==> src/rtl/mp_enq_packer_pkg.sv <==
// Shared helpers for the L1D request-path packer: bit counting over a fixed
// maximum width, with the caller supplying the live width.
package mp_enq_packer_pkg;

    localparam int UTIL_MAXW = 32;

    typedef logic [UTIL_MAXW-1:0] util_vec_t;

    function automatic int popcount(input util_vec_t v, input int w);
        int n;
        n = 0;
        for (int i = 0; i < UTIL_MAXW; i++) begin
            if (i < w && v[i]) n++;
        end
        return n;
    endfunction

    // Number of consecutive ones starting at bit 0; stops at the first zero.
    function automatic int lead_ones(input util_vec_t v, input int w);
        int n;
        bit run;
        n   = 0;
        run = 1'b1;
        for (int i = 0; i < UTIL_MAXW; i++) begin
            if (run && i < w && v[i]) n++;
            else run = 1'b0;
        end
        return n;
    endfunction

endpackage

==> src/rtl/mp_enq_packer_if.sv <==
// Upstream request lanes and downstream FIFO enqueue lanes of the packer.
interface mp_enq_packer_if #(
    parameter type payload_t = logic [3:0],
    parameter int  IN_WIDTH  = 4,
    parameter int  OUT_WIDTH = 4
);
    logic [IN_WIDTH-1:0]  in_vld_i;
    payload_t             in_payload_i [IN_WIDTH];
    logic                 in_rdy_o;
    logic [OUT_WIDTH-1:0] out_vld_o;
    payload_t             out_payload_o [OUT_WIDTH];
    logic [OUT_WIDTH-1:0] out_rdy_i;
    logic                 flush_i;

    modport master (
        output in_vld_i, in_payload_i, out_rdy_i, flush_i,
        input  in_rdy_o, out_vld_o, out_payload_o
    );

    modport slave (
        input  in_vld_i, in_payload_i, out_rdy_i, flush_i,
        output in_rdy_o, out_vld_o, out_payload_o
    );
endinterface

==> src/rtl/mp_enq_packer_lane_compactor.sv <==
// Combinational compaction of sparse-valid lanes into a dense, lane-ordered
// vector; each valid lane lands at the count of valid lanes below it.
module mp_enq_packer_lane_compactor
    import mp_enq_packer_pkg::*;
#(
    parameter type payload_t = logic [3:0],
    parameter int  W         = 4,
    parameter int  CW        = $clog2(W + 1)
) (
    input  logic [W-1:0]  vld_i,
    input  payload_t      payload_i [W],
    output payload_t      dense_o [W],
    output logic [CW-1:0] cnt_o
);
    logic [CW-1:0] pfx [W];

    always_comb begin
        for (int i = 0; i < W; i++) begin
            pfx[i] = CW'(popcount(util_vec_t'(vld_i) &
                                  ((util_vec_t'(1) << i) - util_vec_t'(1)), W));
        end
    end

    always_comb begin
        for (int j = 0; j < W; j++) begin
            dense_o[j] = '0;
            for (int i = 0; i < W; i++) begin
                if (vld_i[i] && pfx[i] == CW'(j)) dense_o[j] = payload_i[i];
            end
        end
        cnt_o = CW'(popcount(util_vec_t'(vld_i), W));
    end

endmodule

==> src/rtl/mp_enq_packer.sv <==
// Packs sparse upstream request lanes into a shift-ordered staging buffer and
// presents a dense, prefix-valid multi-lane enqueue to the FIFO.
module mp_enq_packer
    import mp_enq_packer_pkg::*;
#(
    parameter type payload_t = logic [3:0],
    parameter int  IN_WIDTH  = 4,
    parameter int  OUT_WIDTH = 4
) (
    input logic            clk,
    input logic            rst,
    mp_enq_packer_if.slave bus
);
    localparam int CAP    = 2 * IN_WIDTH;
    localparam int CNT_W  = $clog2(CAP + 1);
    localparam int M_W    = $clog2(IN_WIDTH + 1);
    localparam int SIDX_W = (CAP > 1) ? $clog2(CAP) : 1;
    localparam int DIDX_W = (IN_WIDTH > 1) ? $clog2(IN_WIDTH) : 1;

    logic [CNT_W-1:0]     cnt_q, cnt_d;
    payload_t             stage_q [CAP];
    payload_t             stage_d [CAP];
    logic                 in_rdy;
    logic [IN_WIDTH-1:0]  acc_vld;
    payload_t             dense [IN_WIDTH];
    logic [M_W-1:0]       acc_cnt;
    logic [OUT_WIDTH-1:0] out_vld;
    logic [OUT_WIDTH-1:0] out_fire;
    int                   k;
    int                   base;
    int                   next_cnt;

    // Readiness depends on occupancy alone, so a whole group always fits.
    assign in_rdy  = (int'(cnt_q) <= CAP - IN_WIDTH);
    assign acc_vld = bus.in_vld_i & {IN_WIDTH{in_rdy}};

    mp_enq_packer_lane_compactor #(
        .payload_t (payload_t),
        .W         (IN_WIDTH),
        .CW        (M_W)
    ) u_compactor (
        .vld_i     (acc_vld),
        .payload_i (bus.in_payload_i),
        .dense_o   (dense),
        .cnt_o     (acc_cnt)
    );

    always_comb begin
        out_vld = '0;
        for (int i = 0; i < OUT_WIDTH; i++) begin
            out_vld[i] = (int'(cnt_q) > i);
        end
    end

    assign out_fire      = out_vld & bus.out_rdy_i;
    assign bus.in_rdy_o  = in_rdy;
    assign bus.out_vld_o = out_vld;

    for (genvar g = 0; g < OUT_WIDTH; g++) begin : g_out
        if (g < CAP) begin : g_lane
            assign bus.out_payload_o[g] = stage_q[g];
        end else begin : g_tie
            assign bus.out_payload_o[g] = '0;
        end
    end

    // Only the unbroken run of firing lanes from lane 0 counts as consumed.
    always_comb begin
        k        = lead_ones(util_vec_t'(out_fire), OUT_WIDTH);
        base     = int'(cnt_q) - k;
        next_cnt = base + int'(acc_cnt);
        for (int j = 0; j < CAP; j++) begin
            stage_d[j] = stage_q[j];
            if (j + k < int'(cnt_q)) begin
                stage_d[j] = stage_q[SIDX_W'(j + k)];
            end else if (j >= base && j < next_cnt) begin
                stage_d[j] = dense[DIDX_W'(j - base)];
            end
        end
        cnt_d = bus.flush_i ? '0 : CNT_W'(next_cnt);
    end

    always_ff @(posedge clk or negedge rst) begin
        if (!rst) cnt_q <= '0;
        else      cnt_q <= cnt_d;
    end

    // Payload storage needs no reset; validity is carried by cnt_q.
    always_ff @(posedge clk) begin
        for (int j = 0; j < CAP; j++) begin
            stage_q[j] <= stage_d[j];
        end
    end

    a_no_overflow : assert property (@(posedge clk) disable iff (!rst)
        bus.flush_i || next_cnt <= CAP);

endmodule

==> src/flat_wrapper.sv <==
// flat-port wrapper written by rule: the top's interface ports become plain ports
module mp_enq_packer_flat import mp_enq_packer_pkg::*;
#(
    parameter type payload_t = logic [3:0],
    parameter int  IN_WIDTH  = 4,
    parameter int  OUT_WIDTH = 4
)
  (clk, rst, bus_in_vld_i, bus_in_payload_i, bus_out_rdy_i, bus_flush_i, bus_in_rdy_o, bus_out_vld_o, bus_out_payload_o);
  mp_enq_packer_if #(.payload_t(payload_t), .IN_WIDTH(IN_WIDTH), .OUT_WIDTH(OUT_WIDTH)) bus_i ();
  input logic clk;
  input logic rst;
  input wire logic [$bits(bus_i.in_vld_i)-1:0] bus_in_vld_i;
  input wire logic [$bits(bus_i.in_payload_i)-1:0] bus_in_payload_i;
  input wire logic [$bits(bus_i.out_rdy_i)-1:0] bus_out_rdy_i;
  input wire logic [$bits(bus_i.flush_i)-1:0] bus_flush_i;
  output wire logic [$bits(bus_i.in_rdy_o)-1:0] bus_in_rdy_o;
  output wire logic [$bits(bus_i.out_vld_o)-1:0] bus_out_vld_o;
  output wire logic [$bits(bus_i.out_payload_o)-1:0] bus_out_payload_o;
  assign bus_i.in_vld_i = bus_in_vld_i;
  assign bus_i.in_payload_i = {>>{bus_in_payload_i}};
  assign bus_i.out_rdy_i = bus_out_rdy_i;
  assign bus_i.flush_i = bus_flush_i;
  assign bus_in_rdy_o = bus_i.in_rdy_o;
  assign bus_out_vld_o = bus_i.out_vld_o;
  assign bus_out_payload_o = {>>{bus_i.out_payload_o}};
  mp_enq_packer #(.payload_t(payload_t), .IN_WIDTH(IN_WIDTH), .OUT_WIDTH(OUT_WIDTH)) u_core (.clk(clk), .rst(rst), .bus(bus_i));
endmodule
==> config.mk <==
export PLATFORM = sky130hd
export DESIGN_NAME = mp_enq_packer_flat
export DESIGN_NICKNAME = d
export VERILOG_FILES = /design/src/rtl/mp_enq_packer_pkg.sv /design/src/rtl/mp_enq_packer_if.sv /design/src/rtl/mp_enq_packer_lane_compactor.sv /design/src/rtl/mp_enq_packer.sv /design/src/flat_wrapper.sv
export SDC_FILE = /design/constraint.sdc
export NUM_CORES = 1
export LEC_CHECK = 0
export BUFFER_PORTS_ARGS = -buffer_cell sky130_fd_sc_hd__clkbuf_2
export CORE_MARGIN = 2
export CORE_UTILIZATION = 56
export CTS_CLUSTER_DIAMETER = 100
export DETAILED_ROUTE_END_ITERATION = 16
export PLACE_DENSITY = 0.87
export SYNTH_ARGS = -nofsm -noshare
export SYNTH_HDL_FRONTEND = slang
export SYNTH_HIERARCHICAL = 1
export SYNTH_SLANG_ARGS = --single-unit
==> constraint.sdc <==
create_clock -name clk -period 5 [get_ports clk]
set_input_delay 0.25 -clock clk [delete_from_list [all_inputs] [get_ports clk]]
set_output_delay 0.25 -clock clk [all_outputs]
set_load 0.005 [all_outputs]
==> impl_metrics.py <==
metrics = {
    "timing": {
        "fmax_mhz": 209,
        "drv_slew": 0,
        "worst_slew_pin_slew_ns": 0.738,
        "whs_ns": 0.141,
        "fin_skew_ns": 0.0111,
        "period_share_pct": 95.6,
        "maxSlewHeadroom_pct": 50.4,
        "period_minus_slack_ns": 4.78,
        "setup_slack_ns": 0.220,
        "hold_violations": 0,
        "final-setup-viol-count": 0,
    },
    "clock_network": {
        "clock_sinks": 36,
        "tritoncts": "built",
        "cts-root-buf": "clkbuf_8",
        "clock_latency_ns": 0.30,
        "htreeDepth": 2,
        "cts_buffers": 5,
        "clk_pin_slew_ns": 0.09,
        "clockBufferDepth": 2,
    },
    "synthesis": {
        "yosys.area.top_type": "edfxtp_1",
        "ys_seq_area_share_pct": 20.4,
        "yosysWarnings": 6,
        "synthTopCellsByArea": "edfxtp_1 18%, ha_1 11%, mux4_2 9.1%, mux2i_1 6.0%, nand3_1 3.8%",
        "synth_edf_count": 32,
        "netlist_instances": 569,
        "synthDistinctLibCells": 75,
        "synth.cell_area_um2": 5210,
        "syn_area_per_cell_um2": 9.15,
        "synthTopCellsByCount": "46 x ha_1, 43 x nand2_1, 40 x nand3_1",
        "synthMostInstantiatedCell": "ha_1",
        "ys_ff_latch": 36,
        "synth_top_area_share_pct": 18.5,
        "async_flop_share_pct": 11.1,
        "synth_ff_type": "edfxtp_1",
    },
    "critical_path": {
        "cp.required_ns": 5.02,
        "crit_arrival_ns": 4.80,
        "path_delay_family": "compound AO/OA/AOI/OAI gates",
        "crit_fanout": 11,
        "critPathBufInv": 3,
        "cpPeakStageDelay_ns": 0.68,
        "reg2reg_depth": 16,
        "crit_path_end_kind": "flop",
        "path_cells": "o31a_1 > a21oi_1 > ha_1 > o2111ai_1 > nor2_4 > inv_2 > ha_1 > a21oi_1 > or2_2 > fa_1 > mux2i_1 > a32oi_2 > nor3_1 > buf_4 > a311oi_2 > buf_4",
        "cp_num_cells": 16,
        "cp-start-kind": "flop",
        "cpMaxStageDelayCell": "fa_1",
        "crit_type": "reg2reg",
    },
    "floorplan": {
        "coreArea_um2": 9110,
        "die_h_um": 100,
        "num_rows": 35,
        "dieArea_um2": 10100,
        "io_pins": 48,
        "die-width_um": 100,
        "initial_core_util_pct": 57.2,
    },
    "finish": {
        "layout-drive-gt1-share_pct": 24.0,
        "diodes": 0,
        "nets": 701,
        "stdcell_count": 736,
        "fillers": 741,
        "area_growth_pct": 11.3,
        "fin_util_pct": 63.7,
    },
    "job": {
        "maxCapViolCount": 0,
    },
    "grt": {
        "grt_overflow": 0,
        "grt_antenna_before_repair": 0,
        "grt_max_degree": 46,
        "grt_pass1_wl_um": 26200,
        "grt_pass1_vias": 4845,
        "grt_util_all_layers_pct": 33.0,
    },
    "detailed_routing": {
        "drt-initial-drc-count": 513,
        "ant_nets": 0,
        "vias_per_cell": 7.01,
        "routedWlPerCell_um": 22.3,
        "via_count": 5156,
        "drtPass1Iterations": 6,
        "wl_um": 16400,
        "drc": 0,
    },
    "placement": {
        "dp.cells": 725,
        "detailed_place_hpwl_um": 13200,
        "port_buffers": 47,
        "pre_cts_slack_ns": -0.256,
        "gp_congestion": 1.00,
    },
    "min_path": {
        "hp-class": "in2reg",
        "hold_path_depth": 2,
    },
    "status": {
        "outcome": "finished, final reports clean",
    },
}
## cell families (layout without fill, tap and decap cells)
family                   count (synthesis)  after routing  synth area share, %
AND/OR/NAND/NOR                        178            178                 17.8
adder cells (fa/ha/maj)                 50             50                 12.6
buffers and inverters                   56            108                 4.95
XOR/XNOR                                 8              8                 1.35
AO/OA/AOI/OAI                          171            171                 24.0
other                                    2              6                0.144
multiplexers                            68             68                 18.8
flip-flops                              36             36                 20.4
## state kept, by name, summed over array words and instances, names as in the netlist
register,cells
u_core/cnt_q,4
u_core/stage_q,32
## layout make-up
class | instances | area [um2] | share of cell area (%)
clock buffer | 5 | 68.8 | 1.19
sequential | 36 | 1060 | 18.3
inverter | 25 | 93.8 | 1.62
multi-input combinational | 481 | 3960 | 68.4
clock inverter | 3 | 23.8 | 0.410
tap | 111 | 139 | 2.40
timing repair buffer | 75 | 448 | 7.73
## cells in the final DEF (no fill, tap or decap), types with 18 or more instances in the layout
cell type,count
mux4_2,21
nand3_1,40
nor2_1,32
edfxtp_1,32
a21oi_1,28
clkbuf_2,47
buf_4,27
mux2i_1,31
inv_1,19
ha_1,45
o21ai_0,29
nand2_1,43
o211ai_1,18
## path summary, 6_finish.rpt
path | from | slack, ns | endpoint
worst min register to register | u_core/stage_q[0][3] | 0.80 | u_core/stage_q[1][3]
min in group asynchronous | rst | 0.31 | u_core/cnt_q[0]
worst min-delay path | bus_flush_i | 0.14 | u_core/cnt_q[3]
worst max register to register | u_core/cnt_q[3] | 0.22 | u_core/stage_q[3][2]
max in group asynchronous | rst | 4.56 | u_core/cnt_q[2]
worst max-delay path | u_core/cnt_q[3] | 0.22 | u_core/stage_q[3][2]
## per-stage QoR
stage	TNS [ns]	area [um2]
6_report	0	5800
5_1_grt	-0.178	5800
4_1_cts	0	5730
3_5_place_dp	-1.02	5620
3_3_place_gp	-0.891	5620
2_1_floorplan	0	5220
## what timing repair did
| action | in CTS | in global routing |
|---|---|---|
| gates resized for setup | 3 | 9 |
| setup endpoints to repair | 4 | 32 |
| pin swaps | 0 | 1 |
| hold buffers | 1 | 0 |
| hold endpoints to repair | 4 | 0 |
| buffers inserted | 0 | 2 |
## metal layers
layer  GRT usage (%)  wire [um]  vias up
met2            57.7       7910      312
met5               0          0        -
met4            9.48        596        0
li1                -          -     2326
met3            6.13       1560       60
met1            41.7       6380     2458
Power is left out: the tool's default activity adds up to more than one toggle a clock period on the data nets, which glitch-free logic cannot reach.
